## config.mk

```make
export PLATFORM = sky130hd
export DESIGN_NAME = mult_div_unit
export DESIGN_NICKNAME = d
export VERILOG_FILES = /design/src/rtl/mult_div_unit.sv
export SDC_FILE = /design/constraint.sdc
export NUM_CORES = 1
export LEC_CHECK = 0
export CAP_MARGIN = 30
export CORE_MARGIN = 2
export CORE_UTILIZATION = 60
export CTS_CLUSTER_SIZE = 25
export DETAILED_ROUTE_END_ITERATION = 16
export PLACE_DENSITY = 0.82
export RECOVER_POWER = 50
export SLEW_MARGIN = 25
export SYNTH_ARGS = -nofsm -noshare
export SYNTH_HDL_FRONTEND = slang
export SYNTH_SLANG_ARGS = --single-unit
```

## constraint.sdc

```tcl
create_clock -name clk -period 4.31 [get_ports clk]
set_input_delay 1.293 -clock clk [delete_from_list [all_inputs] [get_ports clk]]
set_output_delay 1.293 -clock clk [all_outputs]
set_load 0.02 [all_outputs]
```

## src/rtl/mult_div_unit.sv

```systemverilog
// mult_div_unit: multicycle signed multiply (radix-2 Booth) and divide (restoring) unit
// that owns HI/LO; one iteration per clock, then a sign-fix/writeback cycle and a done pulse.
module mult_div_unit #(
  parameter int WIDTH = 32
) (
  input  logic             clk,
  input  logic             reset,
  input  logic             multControl,
  input  logic             divControl,
  input  logic [WIDTH-1:0] a,
  input  logic [WIDTH-1:0] b,
  output logic [WIDTH-1:0] hi,
  output logic [WIDTH-1:0] lo,
  output logic             busy,
  output logic             done,
  output logic             divZero
);
  localparam int CW = $clog2(WIDTH);
  typedef enum logic [2:0] {IDLE, MULT, DIV, FIX, DONE} state_t;
  state_t           r_state;
  logic [CW-1:0]    r_cnt;
  logic [2*WIDTH:0] r_p;
  logic [WIDTH-1:0] r_m, r_rem, r_quo;
  logic             r_is_div, r_neg_q, r_neg_r;
  logic [WIDTH:0]   w_acc, w_m, w_sum, w_shift;
  logic [WIDTH-1:0] w_abs_a, w_abs_b, w_diff, w_q_fix, w_r_fix;
  logic             w_ge;
  // Booth accumulator is widened by one bit so subtracting MIN cannot overflow before the shift
  always_comb begin
    w_acc   = {r_p[2*WIDTH], r_p[2*WIDTH:WIDTH+1]};
    w_m     = {r_m[WIDTH-1], r_m};
    w_sum   = (r_p[1:0] == 2'b01) ? w_acc + w_m : (r_p[1:0] == 2'b10) ? w_acc - w_m : w_acc;
    w_shift = {r_rem, r_quo[WIDTH-1]};
    w_ge    = w_shift >= {1'b0, r_m};
    w_diff  = w_shift[WIDTH-1:0] - r_m;
    w_abs_a = a[WIDTH-1] ? -a : a;
    w_abs_b = b[WIDTH-1] ? -b : b;
    w_q_fix = r_neg_q ? -r_quo : r_quo;
    w_r_fix = r_neg_r ? -r_rem : r_rem;
  end
  always_ff @(posedge clk) begin
    if (reset) begin
      r_state  <= IDLE;
      r_cnt    <= '0;
      r_p      <= '0;
      r_m      <= '0;
      r_rem    <= '0;
      r_quo    <= '0;
      r_is_div <= 1'b0;
      r_neg_q  <= 1'b0;
      r_neg_r  <= 1'b0;
      hi       <= '0;
      lo       <= '0;
      busy     <= 1'b0;
      done     <= 1'b0;
      divZero  <= 1'b0;
    end else begin
      done    <= 1'b0;
      divZero <= 1'b0;
      case (r_state)
        IDLE: begin
          if (multControl) begin
            r_state  <= MULT;
            busy     <= 1'b1;
            r_is_div <= 1'b0;
            r_m      <= a;
            r_p      <= {{WIDTH{1'b0}}, b, 1'b0};
            r_cnt    <= CW'(WIDTH - 1);
          end else if (divControl && b == '0) begin
            divZero <= 1'b1;
          end else if (divControl) begin
            r_state  <= DIV;
            busy     <= 1'b1;
            r_is_div <= 1'b1;
            r_m      <= w_abs_b;
            r_quo    <= w_abs_a;
            r_rem    <= '0;
            r_neg_q  <= a[WIDTH-1] ^ b[WIDTH-1];
            r_neg_r  <= a[WIDTH-1];
            r_cnt    <= CW'(WIDTH - 1);
          end
        end
        MULT: begin
          r_p   <= {w_sum, r_p[WIDTH:1]};
          r_cnt <= r_cnt - 1'b1;
          if (r_cnt == '0) r_state <= FIX;
        end
        DIV: begin
          r_rem <= w_ge ? w_diff : w_shift[WIDTH-1:0];
          r_quo <= {r_quo[WIDTH-2:0], w_ge};
          r_cnt <= r_cnt - 1'b1;
          if (r_cnt == '0) r_state <= FIX;
        end
        FIX: begin
          hi      <= r_is_div ? w_r_fix : r_p[2*WIDTH:WIDTH+1];
          lo      <= r_is_div ? w_q_fix : r_p[WIDTH:1];
          done    <= 1'b1;
          r_state <= DONE;
        end
        DONE: begin
          busy    <= 1'b0;
          r_state <= IDLE;
        end
        default: r_state <= IDLE;
      endcase
    end
  end
endmodule

```

==> Word-level counts from Yosys, hierarchy flattened <==
Cells that the tools add are included.
{ "totals": {"wordCells": 100, "inputBits": 68, "regBits": 239} }
{ "classes": {"n_addsub": 8, "eq_ne": 15, "reduce_logical": 19, "bitwise": 4, "n_mux": 38, "order_cmp": 1} }
{ "op_table": {"columns": ["operator", "n"], "rows": [
  ["2-to-1 mux 32 bit", 16],
  ["case mux 65 bit (2 select lines)", 1],
  ["negation 32 bit", 4],
  ["case mux 32 bit (2 select lines)", 2],
  ["2-to-1 mux 33 bit", 2],
  ["2-to-1 mux 65 bit", 1],
  ["adder 32 x 32 -> 33 bit", 1],
  ["greater-or-equal comparator 33 x 32 -> 1 bit", 1],
  ["subtractor 32 x 32 -> 33 bit", 1],
  ["zero test 32 bit", 1],
  ["subtractor 32 bit", 1],
  ["2-to-1 mux 5 bit", 3],
  ["AND reduction 3 bit", 5],
  ["2-to-1 mux 3 bit", 4],
  ["inequality test 2 bit, second input constant", 5],
  ["case mux 5 bit (2 select lines)", 1],
  ["nonzero test 2 bit", 5],
  ["inequality test 3 bit, second input constant", 3],
  ["case mux 3 bit (3 select lines)", 1],
  ["AND reduction 4 bit", 2],
  ["== test 3 x 2 -> 1 bit, second input constant", 2],
  ["2-to-1 mux 1 bit", 6],
  ["zero test 5 bit", 1],
  ["subtractor 5 x 1 -> 5 bit, second input constant", 1],
  ["13 further kinds", 15]
]} }

==> Longest topological paths before layout <==
Gate-level depths: netlist of run 1.
{ "depth": {"ltp_word": 6, "mapped_depth": 14, "mapped_depth_nobuf": 14} }

==> Least setup slack after synthesis of run 1 <==
No wires, ideal clock.
{ "synth_path": {"path_kind": "input-to-reg", "start": "input port a[4]", "end": "register r_quo[26]", "setup_slack_ns": 0.546, "t_arrival_ns": 3.636, "stages": 10, "required_time_ns": 4.182, "n_path_buf": 0, "cell_sequence": "nor4_1 nand3_1 or3_1 or3_1 or3_1 o31ai_1 xor2_1 a211oi_1 a21oi_1 nor2_1"} }
{ "synth_via": {"elab_chain_len": 6} }
{ "synth_lines": {"columns": ["element", "line", "text"], "rows": [
  ["start: declaration", "10", "input logic [WIDTH-1:0] a,"],
  ["negation 32 bit", "36", "w_abs_a = a[WIDTH-1] ? -a : a;"],
  ["2-to-1 mux 32 bit", "36", null],
  ["2-to-1 mux 32 bit", "71", "end else if (divControl) begin"],
  ["2-to-1 mux 32 bit", "69", "end else if (divControl && b == '0) begin"],
  ["2-to-1 mux 32 bit", "62", "if (multControl) begin"],
  ["case mux 32 bit (2 select lines)", "60", "case (r_state)"],
  ["end signal: assignment", "76", "r_quo <= w_abs_a;"],
  ["end signal: assignment", "90", "r_quo <= {r_quo[WIDTH-2:0], w_ge};"],
  ["end: declaration", "23", "logic [WIDTH-1:0] r_m, r_rem, r_quo;"]
]} }
No other way between the ends. The select of a mux whose other input is x is not followed.
A chain may end at the register's enable or synchronous reset.

==> Worst setup path in the final report of run 1 <==
{ "layout_path": {"start": "register r_p[34]", "end": "register r_p[64]"} }
{ "layout_via": {"elab_chain_len": 4, "elab_cells_between_ends": 5} }
{ "layout_lines": {"columns": ["element", "line", "text"], "rows": [
  ["start: declaration", "22", "logic [2*WIDTH:0] r_p;"],
  ["start signal: assignment", "67", "r_p <= {{WIDTH{1'b0}}, b, 1'b0};"],
  ["start signal: assignment", "84", "r_p <= {w_sum, r_p[WIDTH:1]};"],
  ["subtractor 32 x 32 -> 33 bit", "32", "w_sum = (r_p[1:0] == 2'b01) ? w_acc + w_m : (r_p[1:0] == 2'b10) ? w_acc - w_m : w_acc;"],
  ["2-to-1 mux 33 bit", "32", null],
  ["2-to-1 mux 33 bit (*)", "32", null],
  ["case mux 65 bit (2 select lines) (*)", "60", null]
]} }
Mark *: on every way between the ends. The rest lies on a longest branch, timed or not. The select of a mux whose other input is x is not followed.

==> results of run 1 <==
==> cells in the final DEF, fill, tap and decap left out, types with 10 or more instances in the layout <==
master and n:
sky130_fd_sc_hd__nand3_1 62, sky130_fd_sc_hd__xnor2_1 30, sky130_fd_sc_hd__nor4_1 10, sky130_fd_sc_hd__o22ai_1 13, sky130_fd_sc_hd__dfxtp_1 237, sky130_fd_sc_hd__nor3_1 39
sky130_fd_sc_hd__mux2i_1 14, sky130_fd_sc_hd__dlygate4sd3_1 66, sky130_fd_sc_hd__o21ai_0 174, sky130_fd_sc_hd__xor2_1 127, sky130_fd_sc_hd__nor2b_1 19, sky130_fd_sc_hd__o41ai_1 18
sky130_fd_sc_hd__or4_1 20, sky130_fd_sc_hd__inv_1 85, sky130_fd_sc_hd__nor2_1 294, sky130_fd_sc_hd__a21o_1 31, sky130_fd_sc_hd__nand2_1 326, sky130_fd_sc_hd__a311oi_1 38
sky130_fd_sc_hd__a211oi_1 88, sky130_fd_sc_hd__o31ai_1 39, sky130_fd_sc_hd__a221oi_1 13, sky130_fd_sc_hd__buf_4 83, sky130_fd_sc_hd__a211o_1 10, sky130_fd_sc_hd__o21bai_1 21
sky130_fd_sc_hd__ha_1 104, sky130_fd_sc_hd__clkdlybuf4s50_1 66, sky130_fd_sc_hd__nand2b_1 15, sky130_fd_sc_hd__a21oi_1 244, sky130_fd_sc_hd__or3_1 21, sky130_fd_sc_hd__o211ai_1 41
sky130_fd_sc_hd__a31oi_1 15, sky130_fd_sc_hd__clkbuf_16 27
==> timing repair <==
action                     CTS  global route
hold buffers                 0             0
resized for setup            0             1
setup endpoints to repair    0             3
==> worst min path at each step <==
| stage | cells after the start | endpoint | startpoint | slack (ps) |
|---|---|---|---|---|
| 2_1_floorplan | 1 | r_cnt[3] | r_cnt[3] | 450 |
| 5_1_grt | 2 | hi[29] | hi[29] | 500 |
| 6_report | 2 | hi[31] | hi[31] | 450 |
| 3_5_place_dp | 2 | hi[31] | hi[31] | 450 |
| 3_3_place_gp | 2 | hi[1] | hi[1] | 440 |
| 4_1_cts | 2 | hi[31] | hi[31] | 460 |
==> registers in the layout, indices dropped and copies added, names as in the netlist <==
signal,flops
r_rem,32
r_neg_q,1
r_is_div,1
busy,1
lo,32
r_p,65
r_cnt,5
divZero,1
r_m,32
done,1
r_state,3
r_neg_r,1
hi,32
r_quo,32
==> routing by layer <==
layer	share of wire, %	GRT usage (%)
met1	37	49.5
met3	8.9	6.91
met2	45	68.7
met4	8.7	30.6
met5	0	0
==> kinds of logic after synthesis <==
group,count (synthesis),share of synthesized area (%)
adder cells (fa/ha/maj),107,7.63
buffers and inverters,258,5.44
AO/OA/AOI/OAI,833,30.3
multiplexers,14,0.785
AND/OR/NAND/NOR,861,21.3
flip-flops,239,26.8
XOR/XNOR,157,7.71
==> cell type report <==
type / count / area [µm²]
clock inverter: 12 / 140
tap: 390 / 488
fill: 2482 / 8750
clock buffer: 37 / 773
sequential: 239 / 4790
timing repair buffer: 228 / 2110
inverter: 86 / 323
multi-input combinational: 1972 / 12100
==> per-stage QoR <==
| step | cell area (µm²) | util [%] |
|---|---|---|
| after global placement | 19800 | 67.1 |
| after CTS | 20700 | 70.2 |
| after floorplan | 17800 | - |
| after detailed placement | 19800 | 67.1 |
| after global routing | 20700 | 70.3 |
| final | 20700 | 70.3 |
==> worst min-delay path: stages (launching register included) <==
cell and delay, ps:
sky130_fd_sc_hd__dfxtp_1 310, sky130_fd_sc_hd__nand2_1 50, sky130_fd_sc_hd__a21oi_1 50
==> power by group <==
part           switching [mW]  internal, mW
Clock                    1.02          1.38
Combinational            3.23          1.82
Sequential              0.458          2.51
==> results.json, run 1 <==
{
  "drcViolationCount": 0,
  "drt-pass1-iter-count": 6,
  "synth_cells": 2469,
  "fp.coreArea_um2": 29500,
  "cp_top_family": "compound AO/OA/AOI/OAI gates",
  "critical_path.startpoint": "r_p[34]",
  "clock_tree.htree_level_count": 1,
  "yosys_most_used_dff": "sky130_fd_sc_hd__dfxtp_1",
  "worst_rel_slew_slack_pct": -13.9,
  "crit_path_max_fanout": 6,
  "setup-tns-final_ps": 0,
  "syn_nets": 2644,
  "first_global_vias": 18100,
  "wl_per_cell_um": 22.5,
  "hold_slack_ps": 455,
  "slowest_delay_ps": 580,
  "row_count": 63,
  "pre_cts_slack_ps": -37.3,
  "r2r-start": "r_p[34]",
  "postSynthAreaPerCell_um2": 7.23,
  "synth_edf_count": 0,
  "setup.worst_path.start_class": "register",
  "drt.antenna.violating_nets": 0,
  "timing.critical_path.to": "r_p[64]",
  "synth_top_area_cell": "sky130_fd_sc_hd__dfxtp_1",
  "gp_routability_congestion": 1.03,
  "timing.rr.end": "r_p[64]",
  "totalPowerFinal_mw": 10.4,
  "die_area_um2": 31100,
  "critPathRequiredTime_ps": 4740,
  "run_status": "complete, but fails checks",
  "static-leakage-power_nw": 8.48,
  "grt_first_pass_wirelength_um": 102000,
  "clock_tree.buffer_depth": 3,
  "area_growth_pct": 16.2,
  "ir_worst_vdd_mv": 0.474,
  "buffer_ports.inserted": 134,
  "cp-end-kind": "register",
  "clock_tree.root_cell": "sky130_fd_sc_hd__clkbuf_16",
  "effective_utilization_at_floorplan_pct": 60.5,
  "holdCritPathClass": "register to register",
  "critical_path_depth": 12,
  "achievable-frequency_mhz": 246,
  "slowest_stage": "sky130_fd_sc_hd__a2111oi_1",
  "clock_sink_count": 239,
  "timing.critical_path.arrival_ps": 4490,
  "reg2reg_setup_slack_ps": 250,
  "ios": 135,
  "dp.cells": 2911,
  "vias": 19500,
  "dp_hpwl_um": 49200,
  "synth-seq-cells": 239,
  "finalNetCount": 2729,
  "timing.final.hold_violations": 0,
  "synthDistinctLibCells": 77,
  "synth_async_sr_flop_share_pct": 0,
  "grt_setup_unrepaired": "no",
  "wirelength_um": 66700,
  "synth_top_area_share_pct": 26.8,
  "cts_setup_buffers": 0,
  "fin_crit_ps": 4060,
  "cts_tree": "done",
  "tritoncts.num_buffers": 27,
  "path_cells": "inv_1 > fa_1 > nand3b_1 > a2111oi_1 > o311ai_0 > a21oi_1 > o22ai_1 > o221ai_1 > nand2_1 > a31o_2 > a41oi_1 > a41oi_1",
  "ys.warnings.count": 0,
  "route.detailed.vias_per_inst": 6.58,
  "drv_slew": 61,
  "layout.cells.non_filler": 2964,
  "netlist_top_cells_count": "326 x sky130_fd_sc_hd__nand2_1, 294 x sky130_fd_sc_hd__nor2_1, 244 x sky130_fd_sc_hd__a21oi_1, 239 x sky130_fd_sc_hd__dfxtp_1, 174 x sky130_fd_sc_hd__o21ai_0",
  "dr.first_iter.drc_count": 2222,
  "syn_area_um2": 17800,
  "cts.clk_slew.worst_paths_ps": 60,
  "violations": "capacitance limit, slew limit",
  "crit_path_frequent_cell": "sky130_fd_sc_hd__a41oi_1",
  "cp.buffers_inverters": 1,
  "maxCapViolCount": 2,
  "skew_ps": 14.4,
  "chipHeight_um": 176,
  "drive_above_1_share_pct": 6.64,
  "grt.total_usage_pct": 41.9,
  "synth.area.top_cells": "sky130_fd_sc_hd__dfxtp_1 27%, sky130_fd_sc_hd__ha_1 7.3%, sky130_fd_sc_hd__nand2_1 6.9%",
  "antenna-diode-count": 0,
  "final_setup_margin_ps": 249,
  "grt.overflow.total": 0,
  "setup.worst_path.class": "register to register",
  "yosysSeqAreaShare_pct": 26.8,
  "max_slew.worst_pin.slew_ps": 1710,
  "clock_latency_ps": 570,
  "grt_antenna_before_repair": 0,
  "timing.final.crit_share_pct": 94.2,
  "setup_viol_count_final": 0,
  "grt_max_degree": 95,
  "reg2regPathDepth": 12,
  "pwr_density_nw_per_um2": 502,
  "die_width_um": 176,
  "synthMostInstantiatedCell": "sky130_fd_sc_hd__nand2_1"
}
No activity file was read; power rests on OpenSTA's default activity.
==> inputs of run 2 (changes only) <==
--- a/config.mk
+++ b/config.mk
@@ -10,6 +10,7 @@
 export CORE_UTILIZATION = 60
 export CTS_CLUSTER_SIZE = 25
 export DETAILED_ROUTE_END_ITERATION = 16
+export MAX_ROUTING_LAYER = met4
 export PLACE_DENSITY = 0.82
 export RECOVER_POWER = 50
 export SLEW_MARGIN = 25
==> run 2 against run 1 <==
Compared with the run above:
- the run still ends with capacitance limit, slew limit left
- highest routed layer unchanged
- cell count grew 0.10%
- design area down 0.19%
- worst hold slack improved by 4.4 ps
- sequential cell count stayed put
- count of clock-buffer cells in the layout is the same
==> results.json, run 2 (synthesized netlist as in run 1, its figures left out) <==
{
  "run_status": "complete, but fails checks",
  "violations": "capacitance limit, slew limit",
  "setup.worst_path.class": "register to register",
  "dr.first_iter.drc_count": 2188,
  "crit_path_max_fanout": 6,
  "fp.coreArea_um2": 29500,
  "critPathRequiredTime_ps": 4740,
  "grt_max_degree": 114,
  "setup-tns-final_ps": 0,
  "grt_antenna_before_repair": 0,
  "skew_ps": 10.7,
  "drcViolationCount": 0,
  "wl_per_cell_um": 22.6,
  "cts.clk_slew.worst_paths_ps": 60,
  "holdCritPathClass": "register to register",
  "timing.final.hold_violations": 0,
  "grt.total_usage_pct": 43.1,
  "mostFrequentLayoutCells": "326 x sky130_fd_sc_hd__nand2_1, 293 x sky130_fd_sc_hd__nor2_1, 244 x sky130_fd_sc_hd__a21oi_1, 238 x sky130_fd_sc_hd__dfxtp_1, 174 x sky130_fd_sc_hd__o21ai_0",
  "netSwitchingPower_mw": 4.72,
  "area_growth_pct": 16.0,
  "clock_tree.buffer_depth": 3,
  "power.share.combinational_pct": 49.0,
  "timing.final.crit_share_pct": 90.4,
  "max_slew.worst_pin.slew_ps": 1710,
  "seq_power_share_pct": 28.8,
  "buffer_ports.inserted": 134,
  "effective_utilization_at_floorplan_pct": 60.5,
  "largest_register_ffs": 65,
  "tritoncts.num_buffers": 27,
  "die_area_um2": 31100,
  "finalNetCount": 2731,
  "worst_rel_slew_slack_pct": -13.9,
  "drv_slew": 140,
  "wirelength_um": 66900,
  "setup_viol_count_final": 0,
  "layout.cells.most_common": "sky130_fd_sc_hd__nand2_1",
  "static-leakage-power_nw": 8.45,
  "layout.cells.non_filler": 2967,
  "totalPowerFinal_mw": 10.4,
  "achievable-frequency_mhz": 257,
  "fin_crit_ps": 3900,
  "regArea_um2": 4790,
  "maxCapViolCount": 3,
  "pwr_density_nw_per_um2": 500,
  "cp_top_family": "compound AO/OA/AOI/OAI gates",
  "chipHeight_um": 176,
  "cp-end-kind": "register",
  "power_switching_share_pct": 45.6,
  "route.detailed.vias_per_inst": 6.62,
  "pwr-share-clk_pct": 22.2,
  "slowest_stage": "sky130_fd_sc_hd__fa_1",
  "power_report.internal_total_mw": 5.63,
  "drt.antenna.violating_nets": 0,
  "setup.worst_path.start_class": "register",
  "dp.cells": 2916,
  "clock_latency_ps": 570,
  "grt_setup_unrepaired": "no",
  "drt-pass1-iter-count": 6,
  "dp_hpwl_um": 50000,
  "row_count": 63,
  "clock_tree.htree_level_count": 1,
  "ir_worst_vdd_mv": 0.401,
  "cp.buffers_inverters": 2,
  "slowest_delay_ps": 490,
  "grt_first_pass_wirelength_um": 102000,
  "clock_tree.root_cell": "sky130_fd_sc_hd__clkbuf_16",
  "timing.critical_path.arrival_ps": 4330,
  "cts_tree": "done",
  "grt.overflow.total": 0,
  "multi_input_logic_area_um2": 12100,
  "regMostFlops": "r_p",
  "path_cells": "inv_1 > fa_1 > nand3b_1 > a2111oi_0 > o311ai_0 > a21oi_1 > o22ai_1 > buf_4 > o221ai_1 > nand2_1 > a31o_2 > a41oi_1 > a41oi_1",
  "die_width_um": 176,
  "crit_path_frequent_cell": "sky130_fd_sc_hd__a41oi_1",
  "gp_routability_congestion": 1.05,
  "hold_slack_ps": 459,
  "vias": 19600,
  "fillers": 2468,
  "first_global_vias": 18200,
  "ios": 135,
  "holdBufCountCts": 0,
  "cts_resized": 0,
  "drive_above_1_share_pct": 6.56,
  "cts_setup_buffers": 0,
  "clock_sink_count": 239
}
## run 2: cell types whose count changed in the layout (fill, tap and decap cells not counted), sizes merged
cell | previous run | this run
clkinv | 5 | 7
dlygate4sd3 | 66 | 65
diode | 0 | 1
clkdlybuf4s50 | 66 | 67
clkbuf | 43 | 45
inv | 88 | 87
bufinv | 2 | 1
## run 2: final timing paths
path	endpoint	cells past startpoint	slack, ps	start
worst min register to register	lo[1]	2	460	lo[1]
worst min-delay path	lo[1]	2	460	lo[1]
worst max-delay path	r_p[64]	13	410	r_p[34]
worst max register to register	r_p[64]	13	410	r_p[34]
## run 2: through the flow
step	worst slack (ps)	utilization [%]	instance area, µm²
2_1_floorplan	546	-	17800
3_3_place_gp	23.3	67.2	19800
3_5_place_dp	27.9	67.4	19900
4_1_cts	499	70.3	20700
5_1_grt	227	70.2	20700
6_report	412	70.2	20700
## run 2: cell type report
| class | count | share of cell area [%] |
|---|---|---|
| Antenna cell | 1 | 0.0121 |
| Clock buffer | 37 | 3.64 |
| Clock inverter | 12 | 0.556 |
| Inverter | 86 | 1.56 |
| Multi-Input combinational cell | 1972 | 58.5 |
| Sequential cell | 239 | 23.1 |
| Tap cell | 390 | 2.36 |
| Timing Repair Buffer | 230 | 10.2 |
## run 2: power groups by stage
stage          Combinational [mW]  Sequential (mW)  Clock [mW]
2_1_floorplan                3.50             2.81           0
5_1_grt                      5.51             2.99        2.39
6_report                     5.08             2.98        2.30
3_3_place_gp                 4.77             3.00           0
4_1_cts                      4.95             2.95        2.31
3_5_place_dp                 4.90             2.99           0
## run 2: metal layers
layer  track usage [%]  vias up  part of all wire, %
li1                  -     9073                    -
met1              50.0     9199                   38
met2              67.6     1097                   45
met3              7.24      279                  8.6
met4              31.2        0                  8.7
met5                 -        -                    0
## run 2: worst register-to-register path, delay by kind of cell (launching register included)
| kind | cells | cell delay [ps] |
|---|---|---|
| AO/OA/AOI/OAI | 8 | 2130 |
| adder cells (fa/ha/maj) | 1 | 490 |
| flip-flops | 1 | 480 |
| AND/OR/NAND/NOR | 2 | 330 |
| buffers and inverters | 2 | 330 |
